[src/rtl/serial_rx_lanes.sv]
// Multi-lane serial word receiver with comma-based word alignment.
// Each lane hunts for COMMA, confirms alignment, then strobes out data words.
module serial_rx_lanes #(
    parameter int                LANES       = 2,
    parameter int                WIDTH       = 8,
    parameter logic [WIDTH-1:0]  COMMA       = WIDTH'('hBC),
    parameter int                LOCK_COMMAS = 4
) (
    input  logic                   clk_8f,
    input  logic                   reset,
    input  logic [LANES-1:0]       data_in,
    output logic [LANES*WIDTH-1:0] data_out,
    output logic [LANES-1:0]       valid_out,
    output logic [LANES-1:0]       locked,
    output logic                   all_locked,
    output logic [LANES-1:0]       realign
);

    localparam int              CW    = $clog2(WIDTH);
    localparam logic [CW-1:0]   LAST  = CW'(WIDTH - 1);
    localparam logic [3:0]      NLOCK = 4'(LOCK_COMMAS);

    typedef enum logic [1:0] {
        SEARCH,
        ALIGN,
        LOCKED
    } state_t;

    logic [LANES-1:0] lane_locked;

    assign locked = lane_locked;

    for (genvar i = 0; i < LANES; i++) begin : g_lane
        state_t           state_q, state_d;
        logic [WIDTH-1:0] sr_q;
        logic [WIDTH-1:0] nxt;
        logic [CW-1:0]    cnt_q, cnt_d, cnt_inc;
        logic [3:0]       ccnt_q, ccnt_d, ccnt_inc;
        logic [WIDTH-1:0] word_q, word_d;
        logic             valid_q, valid_d;
        logic             realign_q, realign_d;
        logic             is_comma;
        logic             at_last;

        assign nxt      = {sr_q[WIDTH-2:0], data_in[i]};
        assign is_comma = (nxt == COMMA);
        assign at_last  = (cnt_q == LAST);
        assign cnt_inc  = at_last ? '0 : cnt_q + 1'b1;
        assign ccnt_inc = ccnt_q + 4'd1;

        always_comb begin
            state_d   = state_q;
            cnt_d     = cnt_q;
            ccnt_d    = ccnt_q;
            word_d    = word_q;
            valid_d   = 1'b0;
            realign_d = 1'b0;
            unique case (state_q)
                SEARCH: begin
                    cnt_d = '0;
                    if (is_comma) begin
                        ccnt_d  = 4'd1;
                        state_d = (NLOCK == 4'd1) ? LOCKED : ALIGN;
                    end
                end
                ALIGN: begin
                    cnt_d = cnt_inc;
                    if (at_last) begin
                        if (is_comma) begin
                            ccnt_d = ccnt_inc;
                            if (ccnt_inc >= NLOCK) begin
                                state_d = LOCKED;
                            end
                        end else begin
                            state_d = SEARCH;
                            ccnt_d  = '0;
                            cnt_d   = '0;
                        end
                    end
                end
                LOCKED: begin
                    cnt_d = cnt_inc;
                    // a comma off the word grid wins over boundary handling
                    if (is_comma && !at_last) begin
                        state_d   = ALIGN;
                        ccnt_d    = 4'd1;
                        cnt_d     = '0;
                        realign_d = 1'b1;
                    end else if (at_last && !is_comma) begin
                        word_d  = nxt;
                        valid_d = 1'b1;
                    end
                end
                default: begin
                    state_d = SEARCH;
                    cnt_d   = '0;
                    ccnt_d  = '0;
                end
            endcase
        end

        always_ff @(posedge clk_8f or negedge reset) begin
            if (!reset) begin
                state_q   <= SEARCH;
                sr_q      <= '0;
                cnt_q     <= '0;
                ccnt_q    <= '0;
                word_q    <= '0;
                valid_q   <= 1'b0;
                realign_q <= 1'b0;
            end else begin
                state_q   <= state_d;
                sr_q      <= nxt;
                cnt_q     <= cnt_d;
                ccnt_q    <= ccnt_d;
                word_q    <= word_d;
                valid_q   <= valid_d;
                realign_q <= realign_d;
            end
        end

        assign data_out[i*WIDTH +: WIDTH] = word_q;
        assign valid_out[i]               = valid_q;
        assign realign[i]                 = realign_q;
        assign lane_locked[i]             = (state_q == LOCKED);
    end

    always_ff @(posedge clk_8f or negedge reset) begin
        if (!reset) begin
            all_locked <= 1'b0;
        end else begin
            all_locked <= &lane_locked;
        end
    end

endmodule

[config.mk]
export PLATFORM = sky130hd
export DESIGN_NAME = serial_rx_lanes
export DESIGN_NICKNAME = d
export VERILOG_FILES = /design/src/rtl/serial_rx_lanes.sv
export SDC_FILE = /design/constraint.sdc
export NUM_CORES = 1
export LEC_CHECK = 0
export BUFFER_PORTS_ARGS = -buffer_cell sky130_fd_sc_hd__buf_2
export CAP_MARGIN = 20
export CORE_MARGIN = 10
export CORE_UTILIZATION = 54
export CTS_CLUSTER_DIAMETER = 30
export DETAILED_ROUTE_END_ITERATION = 8
export GPL_ROUTABILITY_DRIVEN = 0
export GPL_TIMING_DRIVEN = 0
export PLACE_DENSITY = 0.75
export SLEW_MARGIN = 15
export SYNTH_ARGS = -nofsm -noshare
export SYNTH_HDL_FRONTEND = slang
export SYNTH_SLANG_ARGS = --single-unit
export TNS_END_PERCENT = 30
[constraint.sdc]
create_clock -name clk_8f -period 5.05 [get_ports clk_8f]
set_input_delay 1.2625 -clock clk_8f [delete_from_list [all_inputs] [get_ports clk_8f]]
set_output_delay 1.2625 -clock clk_8f [all_outputs]
set_load 0.005 [all_outputs]
==> metrics.txt <==
Yosys top cell by area=dfrtp_1; Synth Register Bits=53; cells on worst reg2reg path=7; number of port buffers=26; Final Skew=0.0106 ns; R2R setup slack=2.81 ns; Post-Syn Nets=202; DRC Markers=0; setup TNS=0 ns; Final Net Count=235; Initial Util=0.567; post-CTS sizing=0; clock buffer depth=2; fin area=0.00261 mm^2; Mapped Cells=183; CP arrival=2.77 ns; sequential fraction of the synthesis area=0.576; number of synthesized flops with an enable pin=0; Leak=0.00135 uW; share of layout cells above drive strength 1=0.282; setup ws final=2.46 ns; Placement Cell Area=0.00249 mm^2; GRT Util Overall=0.115; global-route wire length before repair=6.93 mm; Final Non-Filler Cells=266; boundary pin count=27; status=finished clean; CTS Root Cell=clkbuf_8; Mean Syn Cell Area=12.6 um^2; post-CTS setup buffers=0; vias in the first global route=1461; Clock Latency Late Sink=0.31 ns; vias post-DR=1411; Post-Place Cells=259; Synthesis Warnings=0; RR Endpoint=g_lane[0].state_q[0]$_DFFE_PN0P_; top post-synthesis cells by count=dfrtp_1, ha_1, mux2_2, nand2_1, inv_1; # setup viols final=0; Max-Cap Viols=0; Req. time, crit path=5.24 ns; largest fanout on the critical path=10; main flop type after synthesis=dfrtp_1; fill count=299; post-synthesis instance area=0.00230 mm^2; RSZ-0062 raised after global routing=no; Reg clk slew, reported paths=0.09 ns; Reg-to-Reg Start=g_lane[0].cnt_q[0]$_DFF_PN0_; core footprint=0.00406 mm^2; Hold Path Class=reg -> reg; Antenna Nets Post-Route=0; mean number of vias per cell=5.30; remaining global-route overflow=0; total power draw=1020 uW; Num Clock Sinks=53; DR pass1 iterations=4; initial antenna violation count=0; Synth top area share=0.576; Routed WL per cell=14.6 um; CTS Hold Bufs=0; CP Launch Point=data_in[0]; Die Span Y=85.3 um; dpl ws=2.13 ns; Max Clk Rate=386 MHz; Die Area=0.00728 mm^2; final WL=3.88 mm; Worst-Margin Slew=0.643 ns; H-tree Lvls=2; cts bufs inserted=5; library cells used by synthesis=44; crit path time final=2.59 ns; FP Rows=23; kind of start point of the critical path=input pin; synth top area cells=dfrtp_1, ha_1, mux2_2, nand2_1, inv_1; Worst Setup EP=g_lane[0].state_q[0]$_DFFE_PN0P_; post-DP HPWL=2.95 mm; ys async rst share=1.00; Critical Path Sink Type=flop; Slew HR=0.571; DRT iter0 DRCs=60; Fin. Hold Viols=0; VDD IR max=0.000207 V; TritonCTS clock tree=built; count leader, synth=dfrtp_1; width of the die=85.3 um; Final Max Tran Viols=0; pin count of the biggest net entering global routing=54; post-route clock period utilization=0.512; # diodes=0; pwr dens=390 mW/mm^2; Crit Path Class=in -> reg; Syn-to-layout area delta=13.2%
==> cell families after synthesis <==
kind of cell | synth area share
DFF | 0.576
adders and majority gates | 0.0815
buffers and inverters | 0.0413
AOI/OAI and AO/OA | 0.0929
and+or+nand+nor | 0.114
xor gates and xnor gates | 0.0114
muxes | 0.0832
==> through the flow <==
step | hold WS [ns] | util
2_1_floorplan | 0.361 | -
3_5_place_dp | 0.378 | 0.615
4_1_cts | 0.403 | 0.641
6_report | 0.400 | 0.642
3_3_place_gp | 0.373 | 0.615
5_1_grt | 0.421 | 0.642
==> worst min-delay path by stage <==
| stage | cells after the start | startpoint | endpoint | slack [ns] |
|---|---|---|---|---|
| floorplan | 0 | g_lane[1].sr_q[5]$_DFF_PN0_ | g_lane[1].sr_q[6]$_DFF_PN0_ | 0.36 |
| global placement | 0 | g_lane[1].sr_q[0]$_DFF_PN0_ | g_lane[1].sr_q[1]$_DFF_PN0_ | 0.37 |
| detailed placement | 0 | g_lane[1].sr_q[0]$_DFF_PN0_ | g_lane[1].sr_q[1]$_DFF_PN0_ | 0.38 |
| CTS | 0 | g_lane[1].sr_q[0]$_DFF_PN0_ | g_lane[1].sr_q[1]$_DFF_PN0_ | 0.40 |
| global route | 0 | g_lane[1].sr_q[4]$_DFF_PN0_ | g_lane[1].sr_q[5]$_DFF_PN0_ | 0.42 |
| finish | 0 | g_lane[1].sr_q[0]$_DFF_PN0_ | g_lane[1].sr_q[1]$_DFF_PN0_ | 0.40 |
==> worst max-delay path, cell delays in order <==
cell and delay (ns):
buf_2 0.11, nand4bb_1 0.27, o31ai_2 0.31, o211ai_2 0.26
o21bai_1 0.25, mux2_1 0.32
==> metal layers <==
layer | part of all wire | track usage | routed length (um) | vias to the layer above
met4 | 0.017 | 0.0449 | 65 | 0
met3 | 0.049 | 0.0402 | 191 | 7
li1 | - | - | - | 697
met5 | 0 | 0 | 0 | -
met2 | 0.47 | 0.181 | 1830 | 22
met1 | 0.46 | 0.141 | 1790 | 685
==> placed cells by master, fill, tap and decap left out, types with 2 or more instances in the layout <==
cell and count:
dfrtp_1 53, buf_2 26, ha_1 15, nand2_1 14
mux2_2 14, inv_1 11, nor2_1 9, buf_4 5
clkbuf_8 5, o21ai_0 4, nand3_1 4, o21ai_1 4
a21oi_1 3, nor3_1 3, o31ai_2 3, xor2_1 3
mux2_1 3, nand4b_1 2, clkbuf_1 2, or2_2 2
and2_1 2, o21bai_1 2, nand2b_1 2, a22o_1 2
==> power breakdown <==
group / leakage (uW) / switching, uW / internal, uW
Combinational: 0.000597 / 134 / 106
Clock: 0.0000546 / 134 / 147
Sequential: 0.000697 / 32.8 / 462
Total: 0.00135 / 301 / 715
==> area by class of cell <==
| cell class | instances | area, um^2 | area share |
|---|---|---|---|
| flip-flops and latches | 53 | 1330 | 0.509 |
| multi-input cells | 111 | 881 | 0.338 |
| repair buffers | 26 | 133 | 0.0509 |
| clock buffers | 5 | 68.8 | 0.0264 |
| well taps | 50 | 62.6 | 0.0240 |
| plain buffers | 8 | 53.8 | 0.0207 |
| inverters | 11 | 41.3 | 0.0159 |
| clock inverters | 2 | 38.8 | 0.0149 |
==> flip-flops by register name (all words and copies together) (netlist names) <==
register and cells:
g_lane.ccnt_q 8, g_lane.valid_q 2, all_locked 1, g_lane.sr_q 14, g_lane.cnt_q 6, g_lane.state_q 4
g_lane.realign_q 2, g_lane.word_q 16
Note: power is estimated with default switching activity, not from simulation.
